--- src/rtl/or_split_pkg.sv ---
// or_split_pkg: shared constants and FSM state encoding for or_mask_splitter.
//   WIDTH   - mask width
//   IDXW    - bit index width, log2(WIDTH)
//   state_t - splitter FSM states (IDLE, SPLIT)
package or_split_pkg;
    localparam int WIDTH = 32;
    localparam int IDXW  = 5;

    typedef enum logic {
        IDLE  = 1'b0,
        SPLIT = 1'b1
    } state_t;
endpackage

--- src/rtl/lsb_index_enc.sv ---
// lsb_index_enc: combinational one-hot to binary index encoder.
//   onehot - input word with at most one bit set
//   index  - position of the set bit, 0 for an all-zero input
// The index is the OR of the positions of all set bits. That is exact for a
// one-hot input and yields 0 for an all-zero one.
module lsb_index_enc
    import or_split_pkg::*;
#(
    parameter int W  = WIDTH,
    parameter int IW = IDXW
) (
    input  logic [W-1:0]  onehot,
    output logic [IW-1:0] index
);
    always_comb begin
        index = '0;
        for (int i = 0; i < W; i++) begin
            if (onehot[i]) index = index | IW'(i);
        end
    end
endmodule

--- src/rtl/or_mask_splitter.sv ---
// or_mask_splitter: splits a mask into its set bits, one beat per bit, LSB
// first. Each beat carries a one-hot word and the matching bit index. A zero
// mask produces one beat flagged out_zero.
//   clock, reset_n           - clock, asynchronous active-low reset
//   in_valid/in_ready/in_mask - mask input handshake (accepted only in IDLE)
//   out_valid/out_ready       - beat output handshake
//   out_onehot/out_index      - lowest remaining set bit and its position
//   out_last/out_zero         - final beat of the mask / mask was all zero
//   chk_err                   - sticky reconstruction error
// Optional macro OR_SPLIT_CHECK_EN: when it is defined, the block ORs the
// transferred beats back together and compares the result with the accepted
// mask. When it is not defined, chk_err is tied to 0.
module or_mask_splitter
    import or_split_pkg::*;
(
    input  logic             clock,
    input  logic             reset_n,
    input  logic             in_valid,
    output logic             in_ready,
    input  logic [WIDTH-1:0] in_mask,
    output logic             out_valid,
    input  logic             out_ready,
    output logic [WIDTH-1:0] out_onehot,
    output logic [IDXW-1:0]  out_index,
    output logic             out_last,
    output logic             out_zero,
    output logic             chk_err
);
    state_t           state;
    logic [WIDTH-1:0] rem;
    logic             accept;
    logic             xfer;

    // All outputs come from state and rem. In IDLE, rem is 0, so the beat
    // fields rest at onehot=0, index=0, last=1, zero=1.
    assign in_ready   = (state == IDLE);
    assign out_valid  = (state == SPLIT);
    assign out_onehot = rem & (~rem + WIDTH'(1));
    assign out_last   = (rem & (rem - WIDTH'(1))) == '0;
    assign out_zero   = (rem == '0);

    assign accept = in_valid & in_ready;
    assign xfer   = out_valid & out_ready;

    lsb_index_enc #(.W(WIDTH), .IW(IDXW)) u_enc (
        .onehot (out_onehot),
        .index  (out_index)
    );

    always_ff @(posedge clock or negedge reset_n) begin
        if (!reset_n) begin
            state <= IDLE;
            rem   <= '0;
        end else begin
            case (state)
                IDLE: if (accept) begin
                    rem   <= in_mask;
                    state <= SPLIT;
                end
                SPLIT: if (xfer) begin
                    rem <= rem & ~out_onehot;
                    if (out_last) state <= IDLE;
                end
                default: state <= IDLE;
            endcase
        end
    end

`ifdef OR_SPLIT_CHECK_EN
    logic [WIDTH-1:0] orig;
    logic [WIDTH-1:0] recon;
    logic             err_q;

    always_ff @(posedge clock or negedge reset_n) begin
        if (!reset_n) begin
            orig  <= '0;
            recon <= '0;
            err_q <= 1'b0;
        end else if (accept) begin
            orig  <= in_mask;
            recon <= '0;
        end else if (xfer) begin
            recon <= recon | out_onehot;
            // The last beat is included in the compare because recon has not
            // yet absorbed it.
            if (out_last && ((recon | out_onehot) != orig)) err_q <= 1'b1;
        end
    end

    assign chk_err = err_q;
`else
    assign chk_err = 1'b0;
`endif
endmodule
--- config.mk ---
export PLATFORM = sky130hd
export DESIGN_NAME = or_mask_splitter
export DESIGN_NICKNAME = d
export VERILOG_FILES = /design/src/rtl/or_split_pkg.sv /design/src/rtl/lsb_index_enc.sv /design/src/rtl/or_mask_splitter.sv
export SDC_FILE = /design/constraint.sdc
export NUM_CORES = 1
export LEC_CHECK = 0
export CAP_MARGIN = 20
export CELL_PAD_IN_SITES_DETAIL_PLACEMENT = 0
export CELL_PAD_IN_SITES_GLOBAL_PLACEMENT = 1
export CORE_MARGIN = 10
export CORE_UTILIZATION = 36
export CTS_CLUSTER_DIAMETER = 30
export DETAILED_ROUTE_END_ITERATION = 10
export PLACE_DENSITY = 0.93
export SYNTH_ARGS = -nofsm -noshare
export SYNTH_HDL_FRONTEND = slang
export SYNTH_SLANG_ARGS = --single-unit
--- constraint.sdc ---
create_clock -name clock -period 5.2 [get_ports clock]
set_input_delay 1.04 -clock clock [delete_from_list [all_inputs] [get_ports clock]]
set_output_delay 1.04 -clock clock [all_outputs]
set_load 0.005 [all_outputs]
==> impl_metrics.csv <==
group,metric,value,unit
outcome,outcome,"finished, final reports clean",
finish,area_delta_synth_final,34.5,%
synth,ys.flop_type,"dfrtp_1",
setup_path,start_kind,"flip-flop",
cts,numCtsBuffers,5,
sta,fmax,215,MHz
sta,finalSetupViolations,0,
placed_design,dpl_worst_slack,902,ps
grt,grt_pass1_vias,2830,
cts,insertion_delay,290,ps
cts,cts_resized,0,
sta,finClkSkew,7.86,ps
synth,synth_nets,374,
synth,async_reset_ff_share,100,%
setup_path,critPathLaunch,"rem[0]$_DFFE_PN0P_",
detailed_routing,firstDrtPassIters,5,
sta,drv_slew,0,
synth,syn-instance-count,338,
sta,layout_setup_ws,544,ps
synth,yosysWarnings,0,
cts,clkSinkCount,33,
detailed_routing,vias_per_cell,5.80,
finish,n_antenna_cell,0,
floorplan,coreArea,6870,sq um
placed_design,hpwl,7110,um
cts,cts-root-buf,"clkbuf_8",
finish,final_cells,497,
grt,grt_pass1_wl,15400,um
synth,synth_seq_cells,33,
detailed_routing,drc_errors,0,
sta,relSlewSlack,42.3,%
power,ir_drop,0.475,mV
setup_path,crit_slowest_cell,"nor4_1",
power,power.density,652,nW/um^2
sta,period_share,89.5,%
floorplan,die_h,104,um
setup_path,critPathMaxStageDelay,620,ps
sta,worst_slew_pin_slew,844,ps
floorplan,die_w,104,um
grt,grt_max_degree,34,
detailed_routing,totalWireLength,9710,um
worst_hold_path,worstHoldStart,"rem[30]$_DFFE_PN0P_",
placed_design,dp.cells,489,
detailed_routing,wl_per_cell,19.5,um
placed_design,gp_congestion,0.872,
grt,grt_util_all_layers,17.1,%
floorplan,dieArea,10900,sq um
cts,postCtsSetupBuffers,0,
detailed_routing,vias,2882,
cts,holdBufCountCts,0,
synth,synth.avg_cell_area,7.59,sq um
detailed_routing,dr.first_iter.drc_count,217,
cts,cts_buffer_depth,2,
worst_hold_path,hold_class,"reg -> reg",
finish,final_common_cell,"clkdlybuf4s50_1",
finish,mostFrequentLayoutCells,"76 x clkdlybuf4s50_1, 52 x nand2_1, 33 x dfrtp_1",
finish,fill_cells,691,
floorplan,start_util,37.3,%
setup_path,cp.required,4160,ps
sta,hold_violations,0,
synth,yosysUniqueCellTypes,48,
detailed_routing,ant_nets,0,
placed_design,port_buffers,76,
setup_path,end_kind,"primary output",
cts,cts_tree,"yes",
setup_path,cp_max_fo,26,
synth,mappedNetlistArea,2560,sq um
cts,clk_pin_slew_worst_paths,80,ps
floorplan,io_pins,78,
sta,setup-tns-final,0,ps
synth,yosysSeqAreaShare,32.2,%
sta,rsz0062_at_grt,"false",
cts,cts_htree_levels,2,
setup_path,crit_top_cell,"nor4_1",
sta,min_period,4660,ps
setup_path,cp_cell_sequence,"nor4_1, nand4_4, nor4_1, a31oi_1, nor4_1, and2_1, clkdlybuf4s50_1",
finish,drive_gt1_share,6.48,%
power,leakagePower,1.49,nW
power,p_total,0.00225,W
grt,antenna_found_initial,0,
synth,synth_edf_count,0,
grt,grt_overflow_total,0,
setup_path,cp_data_arrival_time,3620,ps
floorplan,num_rows,30,
setup_path,r2r_start,"rem[0]$_DFFE_PN0P_",
finish,fin_nets,436,
setup_path,path_class,"reg -> out",
flow_run,cap_violations,0,
synthesized netlist by cell type, types with 3 or more instances:
cell type / instances / area share [%]
and2_1: 16 / 3.9
a22o_1: 12 / 4.1
nor2_1: 25 / 3.7
mux2i_1: 3 / 1.2
or2_2: 5 / 1.2
clkbuf_1: 20 / 2.9
a2111oi_0: 4 / 1.4
a21oi_1: 19 / 3.7
o21ai_0: 32 / 6.2
nor3b_1: 4 / 1.2
a31oi_1: 7 / 1.7
and3_1: 8 / 2.0
a21o_1: 3 / 0.88
or4_1: 5 / 1.5
nor4_1: 15 / 3.7
nor3_1: 16 / 3.1
dfrtp_1: 33 / 32
nand3_1: 6 / 1.2
o2111ai_1: 3 / 1.0
or3_1: 5 / 1.2
inv_1: 8 / 1.2
nand2_1: 52 / 7.6
final timing paths:
path                                    endpoint  slack, ps  cells past startpoint
max                                     out_last        540                      7
min                          rem[30]$_DFFE_PN0P_        600                      2
max reg2reg                out_valid$_DFFE_PN0P_       2270                      6
min reg2reg                  rem[30]$_DFFE_PN0P_        600                      2
max in group asynchronous    rem[26]$_DFFE_PN0P_       3690                      2
min in group asynchronous     rem[1]$_DFFE_PN0P_       1170                      2
per-layer routing:
layer  up-vias  track usage [%]  routed length [um]
li1       1359                -                   -
met1      1363             21.7                4190
met2       146             27.0                4460
met3        14             5.45                 908
met4         0             4.97                 150
met5         -                0                   0
per-stage QoR:
stage	area [sq um]	hold WS, ps	utilization [%]
global route	3450	620	50.2
global placement	3370	581	49.0
detailed placement	3370	587	49.0
floorplan	2560	519	-
CTS	3450	599	50.2
finish	3450	603	50.2
worst max-delay path: cells and delay by family (launching register included):
kind            cells  cell delay, ps
simple gates        5            2140
flops               1             510
buf+inv             1             510
compound gates      1             160
cells by family (layout without fill, tap and decap cells):
kind of cell | count (synthesis) | count (layout) | share of synthesized area (%)
adders and majority gates | 2 | 2 | 0.829
DFF | 33 | 33 | 32.2
other | 1 | 1 | 0.146
and+or+nand+nor | 174 | 174 | 37.0
buffers and inverters | 35 | 98 | 6.10
muxes | 3 | 3 | 1.17
AOI/OAI and AO/OA | 90 | 90 | 22.5
power breakdown:
group          total [W]  internal [W]  switching (W)
sequential      0.000518      0.000340       0.000178
combinational    0.00153      0.000700       0.000832
clock           0.000199     0.0000930       0.000106
total            0.00225       0.00113        0.00111
final cells by class:
cell class | instances | area (sq um) | share of cell area, %
clock buffers | 6 | 72.6 | 2.10
multi-input cells | 270 | 1590 | 46.0
clock inverters | 2 | 10.0 | 0.290
inverters | 8 | 30.0 | 0.871
well taps | 96 | 120 | 3.48
repair buffers | 82 | 806 | 23.4
flip-flops and latches | 33 | 826 | 23.9
flip-flops by register name, indices dropped and copies added (netlist names):
register	flops
out_valid	1
rem	32
(Power assumes the default switching activity.)
